===== src/rtl/i2c_master.sv =====
// Single-register I2C initiator: START, device byte, 16-bit address, one 16-bit data word, STOP.
// SCL is push-pull; SDA is open-drain (sda drive 1 = released).
module i2c_master #(
    parameter int unsigned HALF = 125
) (
    input  logic        CLK,
    input  logic        Reset,
    input  logic        start,
    input  logic        rnw,
    input  logic [6:0]  dev_id,
    input  logic [15:0] reg_addr,
    input  logic [15:0] wr_data,
    output logic [15:0] rd_data,
    output logic        busy,
    output logic        done,
    output logic        ack_err,
    output logic        SCL,
    output logic        oSDA,
    input  logic        iSDA
);

    localparam int unsigned PW = $clog2(HALF);
    localparam logic [PW-1:0] PhLast = PW'(HALF - 1);
    localparam logic [PW-1:0] PhMid  = PW'(HALF / 2);

    typedef enum logic [3:0] {
        StIdle, StStart, StDev, StAckDev, StAddrHi, StAckHi, StAddrLo, StAckLo, StData, StStop
    } state_e;

    state_e        state_q, state_d;
    logic [PW-1:0] phase_q, phase_d;
    logic          high_q, high_d;
    logic [4:0]    bit_cnt_q, bit_cnt_d;
    logic          rnw_q, rnw_d;
    logic [6:0]    dev_q, dev_d;
    logic [15:0]   addr_q, addr_d;
    logic [15:0]   wdata_q, wdata_d;
    logic [15:0]   rx_q, rx_d;
    logic          nack_q, nack_d;
    logic [15:0]   rd_data_q, rd_data_d;
    logic          ack_err_q, ack_err_d;
    logic          done_q, done_d;
    logic          busy_q, busy_d;
    logic          scl_q, scl_d;
    logic          sda_q, sda_d;

    // Slot-entry scratch: next state, its bit count and the first bit index to drive
    state_e        ns;
    logic [4:0]    nc;
    logic [3:0]    idx;
    logic          enter;
    logic [7:0]    dev_byte;

    assign dev_byte = {dev_q, rnw_q};

    always_comb begin
        state_d   = state_q;
        high_d    = high_q;
        bit_cnt_d = bit_cnt_q;
        rnw_d     = rnw_q;
        dev_d     = dev_q;
        addr_d    = addr_q;
        wdata_d   = wdata_q;
        rx_d      = rx_q;
        nack_d    = nack_q;
        rd_data_d = rd_data_q;
        ack_err_d = ack_err_q;
        done_d    = 1'b0;
        busy_d    = busy_q;
        scl_d     = scl_q;
        sda_d     = sda_q;
        phase_d   = (phase_q == PhLast) ? '0 : phase_q + 1'b1;
        ns        = state_q;
        nc        = 5'd0;
        idx       = 4'd0;
        enter     = 1'b0;

        case (state_q)
            StIdle: begin
                phase_d = '0;
                scl_d   = 1'b1;
                sda_d   = 1'b1;
                busy_d  = 1'b0;
                // A request landing in the done cycle is dropped
                if (start && !done_q) begin
                    rnw_d     = rnw;
                    dev_d     = dev_id;
                    addr_d    = reg_addr;
                    wdata_d   = wr_data;
                    nack_d    = 1'b0;
                    ack_err_d = 1'b0;
                    busy_d    = 1'b1;
                    sda_d     = 1'b0;
                    state_d   = StStart;
                end
            end
            StStart: begin
                if (phase_q == PhLast) begin
                    enter = 1'b1;
                    ns    = StDev;
                    nc    = 5'd8;
                end
            end
            StStop: begin
                if (phase_q == PhLast) begin
                    if (!high_q) begin
                        high_d = 1'b1;
                        scl_d  = 1'b1;
                    end else begin
                        state_d   = StIdle;
                        high_d    = 1'b0;
                        sda_d     = 1'b1;
                        done_d    = 1'b1;
                        busy_d    = 1'b0;
                        ack_err_d = nack_q;
                        if (rnw_q && !nack_q) rd_data_d = rx_q;
                    end
                end
            end
            default: begin
                if (high_q && phase_q == PhMid) begin
                    if (state_q == StAckDev || state_q == StAckHi || state_q == StAckLo) begin
                        nack_d = iSDA;
                    end
                    if (state_q == StData && rnw_q) rx_d = {rx_q[14:0], iSDA};
                end
                if (phase_q == PhLast) begin
                    if (!high_q) begin
                        high_d = 1'b1;
                        scl_d  = 1'b1;
                    end else if (bit_cnt_q > 5'd1) begin
                        enter = 1'b1;
                        ns    = state_q;
                        nc    = bit_cnt_q - 5'd1;
                    end else begin
                        enter = 1'b1;
                        case (state_q)
                            StDev:    begin ns = StAckDev; nc = 5'd1; end
                            StAckDev: begin ns = nack_q ? StStop : StAddrHi; nc = 5'd8; end
                            StAddrHi: begin ns = StAckHi; nc = 5'd1; end
                            StAckHi:  begin ns = nack_q ? StStop : StAddrLo; nc = 5'd8; end
                            StAddrLo: begin ns = StAckLo; nc = 5'd1; end
                            StAckLo:  begin ns = nack_q ? StStop : StData; nc = 5'd16; end
                            default:  begin ns = StStop; nc = 5'd0; end
                        endcase
                    end
                end
            end
        endcase

        // New slot (or STOP) begins with SCL low; SDA changes only here while SCL falls
        if (enter) begin
            state_d   = ns;
            high_d    = 1'b0;
            scl_d     = 1'b0;
            phase_d   = '0;
            idx       = nc[3:0] - 4'd1;
            bit_cnt_d = (ns == StStop) ? 5'd0 : nc;
            case (ns)
                StDev:    sda_d = dev_byte[idx[2:0]];
                StAddrHi: sda_d = addr_q[{1'b1, idx[2:0]}];
                StAddrLo: sda_d = addr_q[{1'b0, idx[2:0]}];
                StData:   sda_d = rnw_q | wdata_q[idx];
                StStop:   sda_d = 1'b0;
                default:  sda_d = 1'b1;
            endcase
        end
    end

    always_ff @(posedge CLK) begin
        if (!Reset) begin
            state_q   <= StIdle;
            phase_q   <= '0;
            high_q    <= 1'b0;
            bit_cnt_q <= 5'd0;
            rnw_q     <= 1'b0;
            dev_q     <= 7'd0;
            addr_q    <= 16'd0;
            wdata_q   <= 16'd0;
            rx_q      <= 16'd0;
            nack_q    <= 1'b0;
            rd_data_q <= 16'd0;
            ack_err_q <= 1'b0;
            done_q    <= 1'b0;
            busy_q    <= 1'b0;
            scl_q     <= 1'b1;
            sda_q     <= 1'b1;
        end else begin
            state_q   <= state_d;
            phase_q   <= phase_d;
            high_q    <= high_d;
            bit_cnt_q <= bit_cnt_d;
            rnw_q     <= rnw_d;
            dev_q     <= dev_d;
            addr_q    <= addr_d;
            wdata_q   <= wdata_d;
            rx_q      <= rx_d;
            nack_q    <= nack_d;
            rd_data_q <= rd_data_d;
            ack_err_q <= ack_err_d;
            done_q    <= done_d;
            busy_q    <= busy_d;
            scl_q     <= scl_d;
            sda_q     <= sda_d;
        end
    end

    assign rd_data = rd_data_q;
    assign busy    = busy_q;
    assign done    = done_q;
    assign ack_err = ack_err_q;
    assign SCL     = scl_q;
    assign oSDA    = sda_q;

endmodule

===== config.mk =====
export PLATFORM = sky130hd
export DESIGN_NAME = i2c_master
export DESIGN_NICKNAME = d
export VERILOG_FILES = /design/src/rtl/i2c_master.sv
export SDC_FILE = /design/constraint.sdc
export NUM_CORES = 1
export LEC_CHECK = 0
export BUFFER_PORTS_ARGS = -buffer_cell sky130_fd_sc_hd__buf_2
export CORE_MARGIN = 2
export CORE_UTILIZATION = 50
export CTS_BUF_LIST = sky130_fd_sc_hd__clkbuf_8 sky130_fd_sc_hd__clkbuf_16
export DETAILED_ROUTE_END_ITERATION = 7
export PLACE_DENSITY = 0.78
export SLEW_MARGIN = 15
export SYNTH_ARGS = -nofsm -noshare
export SYNTH_HDL_FRONTEND = slang
export SYNTH_SLANG_ARGS = --single-unit

===== constraint.sdc =====
create_clock -name CLK -period 5 [get_ports CLK]
set_clock_uncertainty 0.1 [all_clocks]
set_input_delay 1 -clock CLK [delete_from_list [all_inputs] [get_ports CLK]]
set_output_delay 1 -clock CLK [all_outputs]
set_load 0.01 [all_outputs]

==> metrics.md <==
| Metric | Value |
|---|---|
| Met3 usage | `0.04610` |
| Post-Syn Nets | `556` |
| Core Box Area | `about 8700 um2` |
| Die area | `9695 um2` |
| Setup Crit Path Kind | `reg -> reg` |
| Commonest register cell after synthesis | `dfxtp_1` |
| DRC | `0` |
| Critical path's slowest cell | `ha_1` |
| WL/cell | `13.96 um` |
| Critical-path maximum fanout | `13` |
| Post-Place Cells | `654` |
| HPWL reported at the end of detailed placement | `just under 7000 um` |
| Most common cell after layout, fill and taps aside | `nand2_1` |
| Hold path start | `rd_data[7]` |
| Routed WL | `9339 um` |
| Area Growth Syn to Fin | `12.87%` |
| DRT Pass-1 Iters | `4` |
| Clk slew on worst S/H paths | `100 ps` |
| Minimum clock period | `3671 ps` |
| Top Usage Layer GRT | `met2` |
| Yosys cell types | `59` |
| Total number of vias | `~3600` |
| Number of CTS-inserted buffers | `9` |
| Vias per cell | `5.332` |
| GPL Wtd Cong | `roughly 0.88` |
| # setup viols final | `0` |
| Die width | `98.47 um` |
| Post-DRT Antenna Nets | `0` |
| Final Non-Filler Cells | `669` |
| Hold depth | `2` |
| CP Launch Type | `flip-flop` |
| Total grt overflow | `0` |
| Leak pwr | `between 1.5 and 2 nW` |
| Worst slack at placement | `1305 ps` |
| Gr usage total | `0.2020` |
| 1st-iter DRT viols | `112` |
| Number of flops mapped to enable cells by yosys | `0` |
| Largest net degree at the start of global routing | `47` |
| CTS tree | `built` |
| Final setup margin | `1329 ps` |
| Total Neg Setup Slack | `0 ps` |
| Crit path DAT | `3800 ps` |
| Fillers | `802` |
| Antenna cells | `0` |
| Most frequent cells in the layout | `nand2_1, dfxtp_1, buf_2` |
| Critical Path Start | `bit_cnt_q[1]` |
| Ys Warns | `0` |
| Met2 Use GR | `0.3359` |
| Final core utilization | `0.5803` |
| Endpoint class of the critical path | `flip-flop` |
| Fraction of layout cells with a size suffix above 1 | `0.1925` |
| Ys async rst share | `0` |
| RSZ-0062 raised after global routing | `false` |
| Final Power | `1.419 mW` |
| Worst path max stage delay | `740 ps` |
| Post-Syn Area | `4462 um2` |
| Initial antenna violation count | `0` |
| Clk_lat worst skew | `350 ps` |
| Worst R2R Path Depth | `10` |
| First-pass GRT wire length | `16130 um` |
| Vias in the first global route | `3526` |
| Met1 Use GR | `0.2594` |
| Hold buffer count at cts | `0` |
| Placement row count | `34` |
| Post-CTS setup buffer count | `0` |
| Final critical-path share of the clock period | `0.7341` |
| FMAX | `between 200 and 300 MHz` |
| Status | `finished clean` |
| Final #Nets | `607` |
| Placed Instance Area | `4832 um2` |
| Slew Limit Fails | `0` |
| Seq cells post-synth | `95` |
| Pwr Density | `281.8 nW/um2` |
| Worst Path Required | `5130 ps` |
| Final Hold Viols | `0` |
| Min Hold Slack | `363.3 ps` |
| Htree depth | `3` |
| Clock Sinks | `95` |
| CTS root buf | `clkbuf_8` |
| Port Buf Inserts | `64` |
| Worst slew pin tran | `713.0 ps` |
| Bufs on Longest Clock Path | `2` |
| Initial core utilization | `0.5141` |
| Critical path's most frequent cell | `ha_1` |
| Mapped Avg Cell Area | `8.818 um2` |
| Worst-path cell chain | `inv_1, ha_1, o21bai_1, a221oi_1, o21ai_2, ha_1, mux4_2, mux2_1, o31ai_1, a32oi_1` |
| Slew headroom | `0.5246` |
| IO Pins | `65` |
| Max_cap viols | `0` |
| Die Y | `~98 um` |
| Syn Inst Count | `506` |
| Final design area excluding fillers | `between 5000 and 6000 um2` |
| Reg-to-Reg Start | `bit_cnt_q[1]` |
| Max rail drop VDD | `0.0001906 V` |
| Post-CTS sizing | `0` |
| Worst Hold Class | `reg -> reg` |
| Register area share after synthesis | `0.4262` |
==> final timing paths <==
path / endpoint / slack (ps)
max: oSDA / 1330
min: rd_data[7] / 360
min reg2reg: rd_data[7] / 360
max reg2reg: oSDA / 1330
==> area by class of cell <==
| class | instances | area [um2] | area share |
|---|---|---|---|
| Clock buffer | 10 | 137.6 | 0.02733 |
| Clock inverter | 5 | 66.31 | 0.01317 |
| Inverter | 9 | 33.78 | 0.006708 |
| Multi-Input combinational cell | 373 | 2404 | 0.4773 |
| Sequential cell | 95 | 1902 | 0.3776 |
| Tap cell | 108 | 135.1 | 0.02683 |
| Timing Repair Buffer | 69 | 357.8 | 0.07106 |
==> per-layer routing <==
| layer | share of wire | vias to the layer above | wire (um) |
|---|---|---|---|
| met5 | 0 | - | 0 |
| met4 | 0.021 | 0 | 192 |
| met3 | 0.049 | 18 | 460 |
| met2 | 0.47 | 95 | 4361 |
| met1 | 0.46 | 1629 | 4323 |
| li1 | - | 1825 | - |
==> cells by family (layout without fill, tap and decap cells) <==
kind of cell             count (synthesis)  after routing  share of synthesized area
buffers and inverters                   38             93                    0.03757
adder cells (fa/ha/maj)                  6              6                    0.01683
multiplexers                            30             30                    0.09675
AND/OR/NAND/NOR                        226            226                     0.2364
flip-flops                              95             95                     0.4262
XOR/XNOR                                10             10                    0.02131
AO/OA/AOI/OAI                          101            101                     0.1649
==> registers in the layout, indices dropped and copies added (netlist names), 4 cells and up <==
signal	count
wdata_q	16
rx_q	16
bit_cnt_q	5
rd_data	16
phase_q	7
addr_q	16
state_q	4
dev_q	7
==> Yosys cell counts (2+ instances only) <==
cell | n | area, um2
dfxtp_1 | 95 | 1902
clkbuf_1 | 22 | 82.58
buf_2 | 2 | 10.01
o21ai_0 | 13 | 65.06
xor2_1 | 5 | 43.79
a21boi_1 | 7 | 52.55
nand2_1 | 133 | 499.2
and3_1 | 4 | 25.02
a221oi_1 | 2 | 17.52
ha_1 | 6 | 75.07
o211ai_1 | 2 | 15.01
nor2b_1 | 19 | 118.9
or3_1 | 2 | 12.51
o31ai_1 | 4 | 30.03
nor2_1 | 20 | 75.07
a31oi_1 | 3 | 18.77
mux2i_1 | 18 | 180.2
nand4_1 | 4 | 25.02
nand2b_1 | 8 | 50.05
and2_1 | 3 | 18.77
a21boi_0 | 54 | 405.4
inv_1 | 9 | 33.78
a21oi_1 | 3 | 15.01
buf_4 | 2 | 15.01
buf_6 | 2 | 22.52
xnor2_1 | 4 | 35.03
nor3_1 | 4 | 20.02
mux4_2 | 10 | 225.2
nand3b_1 | 2 | 15.01
nand3_1 | 15 | 75.07
==> critical path: cells and delay by family (launching register included) <==
kind | cells | cell delay (ps)
AO/OA/AOI/OAI | 5 | 1170
adder cells (fa/ha/maj) | 2 | 920
flip-flops | 1 | 390
multiplexers | 2 | 880
buffers and inverters | 1 | 100
==> power breakdown <==
part	leakage, nW	internal [mW]	switching, mW
registers	0.772	0.778	0.0151
clock network	0.101	0.249	0.278
logic	1.01	0.0461	0.0533
No activity file was read; power rests on OpenSTA's default activity.
